File: config.mk
export PLATFORM = sky130hd
export DESIGN_NAME = tt_um_priority_decoder
export DESIGN_NICKNAME = d
export VERILOG_FILES = /design/src/rtl/tt_um_priority_decoder.sv
export SDC_FILE = /design/constraint.sdc
export NUM_CORES = 1
export LEC_CHECK = 0
export ABC_AREA = 1
export ABC_CLOCK_PERIOD_IN_PS = 2300
export CORE_MARGIN = 5
export CORE_UTILIZATION = 42
export CTS_BUF_LIST = sky130_fd_sc_hd__clkbuf_16
export CTS_CLUSTER_SIZE = 25
export DETAILED_ROUTE_END_ITERATION = 7
export GPL_TIMING_DRIVEN = 0
export PLACE_DENSITY = 0.74
export SLEW_MARGIN = 20
export SYNTH_ARGS = -nofsm -noshare
export SYNTH_HDL_FRONTEND = slang
export SYNTH_SLANG_ARGS = --single-unit
File: constraint.sdc
create_clock -name clk -period 2.3 [get_ports clk]
set_clock_uncertainty 0.2 [all_clocks]
set_input_delay 0.345 -clock clk [delete_from_list [all_inputs] [get_ports clk]]
set_output_delay 0.345 -clock clk [all_outputs]
set_load 0.05 [all_outputs]
File: src/rtl/tt_um_priority_decoder.sv
// Sequential priority decoder: rebuilds a 16-bit one-hot request mask from
// encoder result codes accepted on strobe rising edges; mask read back bytewise.
module tt_um_priority_decoder (
  input  logic [7:0] ui_in,
  output logic [7:0] uo_out,
  input  logic [7:0] uio_in,
  output logic [7:0] uio_out,
  output logic [7:0] uio_oe,
  input  logic       ena,
  input  logic       clk,
  input  logic       rst_n
);

  logic        strobe, acc_mode, byte_sel, clear;
  logic        strobe_q, accept;
  logic        code_valid, code_none;
  logic [15:0] mask, onehot;
  logic        none_flag, err, ack;

  assign strobe   = uio_in[0];
  assign acc_mode = uio_in[1];
  assign byte_sel = uio_in[2];
  assign clear    = uio_in[3];

  logic unused_ok;
  assign unused_ok = &{1'b0, ena, uio_in[7:4]};

  assign accept     = strobe & ~strobe_q;
  assign code_valid = (ui_in[7:4] == 4'h0);
  assign code_none  = (ui_in == 8'hF0);
  assign onehot     = 16'h0001 << ui_in[3:0];

  // strobe_q resets high so a strobe held through reset release is not an edge
  always_ff @(posedge clk) begin
    if (!rst_n) begin
      strobe_q  <= 1'b1;
      mask      <= 16'h0000;
      none_flag <= 1'b0;
      err       <= 1'b0;
      ack       <= 1'b0;
    end else begin
      strobe_q <= strobe;
      if (clear) begin
        mask      <= 16'h0000;
        none_flag <= 1'b0;
        err       <= 1'b0;
        ack       <= 1'b0;
      end else begin
        ack <= accept;
        if (accept) begin
          if (code_valid) begin
            mask      <= acc_mode ? (mask | onehot) : onehot;
            none_flag <= 1'b0;
          end else if (code_none) begin
            if (!acc_mode) mask <= 16'h0000;
            none_flag <= 1'b1;
          end else begin
            err <= 1'b1;
          end
        end
      end
    end
  end

  assign uo_out  = byte_sel ? mask[15:8] : mask[7:0];
  assign uio_out = {ack, &mask, err, none_flag, 4'b0000};
  assign uio_oe  = 8'hF0;

endmodule

### Yosys cells after proc, flatten, opt, wreduce, memory -nomap -nowiden

Cells that the tools add are included.

| cells by class | value |
|---|---|
| equal/unequal tests | 2 |
| shift-type cells | 1 |
| multiplexer cells | 7 |
| bitwise gates (word level) | 6 |
| reductions and logical operators | 7 |

Operators with widths:

| kind | number |
|---|---|
| 2-to-1 mux 16 bit | 4 |
| bitwise OR 16 bit | 1 |
| AND reduction 16 bit | 1 |
| << shifter 1 x 4 -> 16 bit (first input constant) | 1 |
| == test 8 bit (second input constant) | 1 |
| 2-to-1 mux 8 bit | 1 |
| AND reduction 3 bit | 2 |
| zero test 4 bit | 1 |
| NOT 1 bit | 4 |
| 2-to-1 mux 1 bit | 2 |
| != test 2 x 1 -> 1 bit (second input constant) | 1 |
| AND reduction 2 bit | 1 |
| nonzero test 2 bit | 1 |
| OR reduction 2 bit | 1 |
| AND 1 bit | 1 |

| word-level totals | value |
|---|---|
| register bits | 20 |

### Logic depth before layout (Yosys ltp)

Gate-level depths: netlist of the first run.

| depth | value |
|---|---|
| depth in word-level cells | 4 |
| mapped depth | 10 |
| gate-level depth less buffers | 8 |

### Least setup slack after synthesis of the first run

OpenSTA, ideal clock, no wires.

| path | value |
|---|---|
| path kind | register -> output |
| from | reg mask[14] |
| to | out uio_out[6] |
| arrival time | 2.020 ns |
| required time | 1.755 ns |
| setup slack | -0.265 ns |
| cell stages (with the launch flop) | 3 |
| cell sequence | dfxtp_1 > nand4_1 > nor4_1 |

| on the way | value |
|---|---|
| longest elaborated chain between the ends | 1 |

RTL lines:

| item | line | text |
|---|---|---|
| from (decl) | 17 | `logic [15:0] mask, onehot;` |
| from (signal assigned) | 52 | `mask <= acc_mode ? (mask \| onehot) : onehot;` |
| AND reduction 16 bit | 66 | `assign uio_out = {ack, &mask, err, none_flag, 4'b0000};` |
| to (decl) | 7 | `output logic [7:0] uio_out,` |

No other way between the ends.

### Worst setup path after layout of the first run

| path | value |
|---|---|
| from | reg mask[9] |
| to | out uio_out[6] |

Same word-level chain as after synthesis.

==> run summary, run 1 <==
status: complete, no violations
Filler cells: 315
Mapped Cells: 182
routability cong.: 0.868
Reg power frac: 35.5%
synthesized cell area: 1330 sq um
area taken by flip-flops and latches: 400 sq um
Setup crit end kind: output port
vias: 1,288
Synthesis Warnings: 0
RSZ-0062 raised after global routing: no
area of the multi-input gates: 738 sq um
layout cells sized above 1: 32.4%
DRC viols: 0
Crit Path Max Fanout: 4
Static Leak: 0.659 nW
final WL: 3190 um
wire length of the first global-routing pass: 5440 um
CTS buffer count: 3
Syn Area/Cell: 7.31 sq um
post-route clock period utilization: 96.3%
Die Area: 4400 sq um
CP Class: reg2out
Peak VDD IR: 0.282 mV
vias in the first global route: 1,227
antenna violations before repair: 0
Logic pwr share: 15.0%
hold crit path type: in2reg
total track usage: 16.1%
switching power: 0.242 mW
Pre-antenna DRT Iters: 4
Post-Layout Cell Count: 263
Slew @ Worst Pin: 0.498 ns
Slew HR: 66.7%
placed insts: 259
setup TNS: 0 ns
CTS Sinks: 20
Initial Utilization: 43.6%
Seq/Total Area, Yosys: 30.1%
IO Pins: 43
via count normalized by instance count: 4.90
Worst-path clk slew: 0.06 ns
CP max stage delay: 0.56 ns
gr ovfl total: 0
clock power share: 49.5%
crit-path cells: nand4_1, nor4_2, dlygate4sd2_1
Reg-to-Reg Start: strobe_q
PortBufs: 23
Max Cap Violations: 0
Final Setup Violations: 0
Detailed Route Iter0 Violations: 49
Internal: 0.742 mW
arrival time worst endpoint: 1.67 ns
Final Hold Viols: 0
final worst path period need: 2.22 ns
switch share: 24.6%
Post-DP HPWL: 2330 um
critical path startpoint: mask[9]
Crit-path slowest cell: dlygate4sd2_1
diode count: 0
Longest Clk Path Bufs: 2
PwrDens: 570 nW/um^2
f_max: 0.451 GHz
synthesized flop and latch total: 20
Clk Latency, worst-skew pair: 0.25 ns
WP data required: 1.75 ns
Netlist cell types: 26
Area Growth Syn to Fin: 29.6%
core area: 3050 sq um
largest net degree at the start of global routing: 13
Die W: 66.3 um
Core Rows: 20
post-route ant nets: 0
nets: 239
CP Launch Type: flop
fin. max-slew vios: 0
CTS tree: built
H-tree depth: 1
die height: 66.3 um
Root Buffer: clkbuf_16
hold path start: ui_in[3]
WL/cell: 12.1 um
-- synthesized netlist by cell type --
cell type / number / share of area [%]
a21oi_1: 7 / 2.6
a21oi_2: 10 / 6.6
buf_12: 1 / 1.5
buf_2: 2 / 0.75
buf_4: 16 / 9.0
buf_6: 1 / 0.85
clkbuf_1: 1 / 0.28
conb_1: 2 / 0.56
dfxtp_1: 20 / 30
inv_1: 9 / 2.5
inv_2: 7 / 2.0
inv_8: 1 / 0.85
nand2_1: 42 / 12
nand2_2: 10 / 4.7
nand2_4: 5 / 4.2
nand3_1: 6 / 2.3
nand3_4: 1 / 1.3
nand4_1: 5 / 2.3
nor2_1: 6 / 1.7
nor2_4: 3 / 2.5
nor3_1: 1 / 0.38
nor4_1: 1 / 0.47
o21a_1: 1 / 0.56
o21ai_0: 15 / 5.6
o22ai_1: 7 / 3.3
o31ai_1: 2 / 1.1
-- final timing paths --
kind / cells after the start / slack, ns / endpoint
max: 3 / 0.08 / uio_out[6]
min: 4 / 0.25 / mask[7]
max reg2reg: 6 / 0.86 / mask[3]
min reg2reg: 2 / 0.28 / mask[7]
-- placed cells by master, fill, tap and decap left out --
| cell | synthesis | layout |
|---|---|---|
| nand2_1 | 42 | 42 |
| dfxtp_1 | 20 | 20 |
| buf_4 | 16 | 16 |
| o21ai_0 | 15 | 15 |
| clkdlybuf4s50_1 | 0 | 14 |
| conb_1 | 2 | 12 |
| buf_2 | 2 | 10 |
| nand2_2 | 10 | 10 |
| a21oi_2 | 10 | 10 |
| inv_1 | 9 | 9 |
| inv_2 | 7 | 7 |
| o22ai_1 | 7 | 7 |
| a21oi_1 | 7 | 7 |
| nor2_1 | 6 | 6 |
| nand3_1 | 6 | 6 |
| nand4_1 | 5 | 5 |
| nand2_4 | 5 | 5 |
| nor2_4 | 3 | 3 |
| clkbuf_16 | 0 | 3 |
| o31ai_1 | 2 | 2 |
| clkbuf_2 | 0 | 1 |
| nor4_2 | 0 | 1 |
| buf_6 | 1 | 1 |
| inv_8 | 1 | 1 |
| nand3_4 | 1 | 1 |
| buf_12 | 1 | 1 |
| nor3_1 | 1 | 1 |
| o21a_1 | 1 | 1 |
| bufinv_16 | 0 | 1 |
| dlygate4sd2_1 | 0 | 1 |
-- cell families (layout without fill, tap and decap cells) --
| family | count (synthesis) | in the layout | share of synthesized area [%] |
|---|---|---|---|
| other | 2 | 12 | 0.564 |
| buffers and inverters | 38 | 65 | 17.8 |
| flip-flops | 20 | 20 | 30.1 |
| AND/OR/NAND/NOR | 80 | 80 | 31.8 |
| AO/OA/AOI/OAI | 42 | 42 | 19.8 |
-- sequential cells by signal (all words and copies together) (netlist names) --
name,count
err,1
none_flag,1
ack,1
strobe_q,1
mask,16
-- layout make-up --
| class | count | share of cell area, % |
|---|---|---|
| plain buffers | 21 | 9.64 |
| clock buffers | 3 | 4.35 |
| clock inverters | 1 | 1.74 |
| inverters | 17 | 4.13 |
| multi-input cells | 134 | 42.8 |
| flip-flops and latches | 20 | 23.2 |
| well taps | 44 | 3.19 |
| repair buffers | 23 | 10.9 |
-- repair_timing --
item                       in CTS  in global routing
setup endpoints to repair       9                  8
gates resized for setup        37                 13
hold buffers                    0                  0
setup buffers                   0                  0
-- worst max-delay path, delay by kind of cell (launching register included) --
family                 cells  cell delay, ns
AND/OR/NAND/NOR            2            0.47
buffers and inverters      1            0.56
flip-flops                 1            0.39
-- through the flow --
stage | total power, mW | utilization [%] | cell area, sq um | setup slack (ns) | hold WS [ns]
after floorplan | 0.466 | - | 1380 | 0.114 | 0.214
after global placement | 0.501 | 54.4 | 1660 | -0.546 | 0.253
after detailed placement | 0.502 | 54.4 | 1660 | -0.550 | 0.273
after CTS | 0.989 | 58.0 | 1770 | 0.0000396 | 0.250
after global routing | 1.01 | 56.5 | 1730 | 0.000479 | 0.285
final | 0.984 | 56.5 | 1730 | 0.0850 | 0.255
-- routing by layer --
| layer | up-vias | wire length (um) | track usage, % |
|---|---|---|---|
| li1 | 647 | - | - |
| met4 | 0 | 97 | 8.63 |
| met3 | 9 | 135 | 2.55 |
| met1 | 590 | 1460 | 21.1 |
| met2 | 42 | 1500 | 24.9 |
| met5 | - | 0 | 0 |
-- power by group through the flow --
stage / clock network (mW) / registers, mW / logic, mW
after CTS: 0.493 / 0.349 / 0.146
after detailed placement: 0 / 0.357 / 0.145
after floorplan: 0 / 0.357 / 0.110
final: 0.488 / 0.349 / 0.147
after global routing: 0.507 / 0.349 / 0.157
after global placement: 0 / 0.357 / 0.145
Power figures use the tool's default switching activity.
==> inputs of run 2 (changes only) <==
Settings changed: CORE_MARGIN 5 to 3, PLACE_DENSITY 0.74 to 0.7.
==> run 2 against run 1 <==
  * Worst hold slack improved by 0.0087 ns
  * Via count is 0.78% lower
  * Clock-buffer cell count did not move
  * Power down 13%
  * Die area decreased by 12%
  * Non-clock buffer count did not move
  * Clock power shrank 25%
==> run summary, run 2 (synthesis results as in run 1) <==
post-route ant nets: 0 (unchanged)
CTS tree: built
DRC viols: 0 (unchanged)
wire length of the first global-routing pass: 5550 um (+1.9%)
core area: 2880 sq um (-5.8%)
most frequent cells in the layout: nand2_1, dfxtp_1, buf_4, o21ai_0, clkdlybuf4s50_1
DP Worst Slack: -0.515 ns (+0.0345 ns)
Area Growth Syn to Fin: 27.9%
PortBufs: 23 (unchanged)
final worst path period need: 2.25 ns (+0.0345 ns)
fin. max-slew vios: 0 (unchanged)
CP max stage delay: 0.59 ns (+0.03 ns)
Biggest register: mask
Crit-path slowest cell: clkdlybuf4s50_1
RSZ-0062 raised after global routing: no
H-tree depth: 1 (unchanged)
layout cells sized above 1: 32.0% (-0.46 points)
Buffers & Inverters on Critical Path: 3 (+2)
cell family with most CP delay: buffers and inverters
Detailed Route Iter0 Violations: 56 (+14%)
WP data required: 1.75 ns (about the same)
Slew @ Worst Pin: 0.500 ns (+0.00204 ns)
IO Pins: 43 (unchanged)
setup TNS: 0 ns (unchanged)
area taken by flip-flops and latches: 400 sq um (unchanged)
final WL: 3220 um (+1.0%)
Pre-antenna DRT Iters: 4 (unchanged)
status: complete, no violations
commonest non-fill, non-tap cell in the layout: nand2_1
hold crit path type: in2reg
PwrDens: 506 nW/um^2 (-11%)
Pwr Total: 0.861 mW (-13%)
Initial Utilization: 46.3% (+2.7 points)
Final Setup Violations: 0 (unchanged)
Post-DP HPWL: 2540 um (+9.2%)
max reg flops: 16 (unchanged)
Max Cap Violations: 0 (unchanged)
f_max: 0.445 GHz (-1.5%)
Peak VDD IR: 0.312 mV (+11%)
vias in the first global route: 1,201 (-2.1%)
post-route clock period utilization: 97.8% (+1.5 points)
Final Hold Viols: 0 (unchanged)
Static Leak: 0.645 nW (-2.2%)
largest net degree at the start of global routing: 12 (-1)
Post-DP Area: 1660 sq um (-0.15%)
nets: 239 (unchanged)
area of the multi-input gates: 738 sq um (unchanged)
vias: 1,278 (-0.78%)
Die W: 62.3 um (-6.0%)
Worst-path clk slew: 0.05 ns (about the same)
Die Area: 3880 sq um (-12%)
CP Class: in2out
antenna violations before repair: 0 (unchanged)
arrival time worst endpoint: 1.70 ns (+0.03 ns)
Hold Worst Slack: 0.263 ns (+0.00868 ns)
crit-path cells: clkdlybuf4s50_1, clkbuf_2, nand2_1, o21ai_0, clkdlybuf4s15_2
Crit Path Max Fanout: 10 (+6)
die height: 62.3 um (-6.0%)
routability cong.: 0.880 (+1.4%)
WL/cell: 12.3 um (+1.8%)
diode count: 0 (unchanged)
CTS Sinks: 20 (unchanged)
CTS buffer count: 3 (unchanged)
Longest Clk Path Bufs: 2 (unchanged)
CP Launch Type: primary input
Slew HR: 66.6% (-0.14 points)
post-route cell area: 1700 sq um (-1.3%)
worst setup margin: 0.0505 ns (-0.0345 ns)
gr ovfl total: 0 (unchanged)
Setup crit end kind: output port
total track usage: 17.4% (+1.3 points)
Filler cells: 281 (-11%)
Core Rows: 19 (-5.0%)
Clk Latency, worst-skew pair: 0.25 ns (about the same)
via count normalized by instance count: 4.90 (about the same)
Root Buffer: clkbuf_16
-- run 2: worst reg2reg max path, stage by stage, from the launching register on --
cell and delay (ns):
dfxtp_1 0.32, nor2_4 0.15, inv_2 0.08, nor2_4 0.20, buf_4 0.22, nand2_1 0.09
a21oi_2 0.13
-- run 2: where the power goes --
part	total [mW]	switching, mW	internal [mW]
logic	0.147	0.0987	0.0486
clock network	0.364	0.133	0.232
registers	0.349	0.00104	0.348
total	0.861	0.232	0.629
-- run 2: final cells by class --
| cell class | count | share of cell area (%) |
|---|---|---|
| Clock buffer | 3 | 4.41 |
| Inverter | 17 | 4.19 |
| Multi-Input combinational cell | 134 | 43.4 |
| Clock inverter | 1 | 0.220 |
| Buffer | 21 | 9.77 |
| Sequential cell | 20 | 23.5 |
| Tap cell | 42 | 3.09 |
| Timing Repair Buffer | 23 | 11.5 |
-- run 2: path summary, 6_finish.rpt --
path / start / end / slack [ns] / cells after the start
setup / recovery: uio_in[2] / uo_out[6] / 0.05 / 5
hold / removal: ui_in[3] / mask[6] / 0.26 / 4
setup reg to reg: strobe_q / mask[3] / 0.86 / 6
hold reg to reg: err / err / 0.27 / 1
-- run 2: what timing repair did --
| item | 4_1_cts | 5_1_grt |
|---|---|---|
| endpoints found under the setup margin | 9 | 7 |
| resized for setup | 34 | 14 |
| setup buffers | 0 | 0 |
| hold buffers | 0 | 0 |
| endpoints found under the hold margin | 0 | 0 |
-- run 2: through the flow --
stage,utilization [%],instances
after floorplan,-,192
after global placement,57.6,257
after detailed placement,57.6,257
after CTS,60.7,261
after global routing,59.2,261
final,59.2,261
-- run 2: metal layers --
metal / track usage [%] / part of all wire (%) / up-vias
met5: 0 / 0 / -
met4: 7.16 / 1.4 / 0
met3: 3.60 / 6.1 / 5
met2: 28.2 / 46 / 43
met1: 22.4 / 46 / 584
li1: - / - / 646
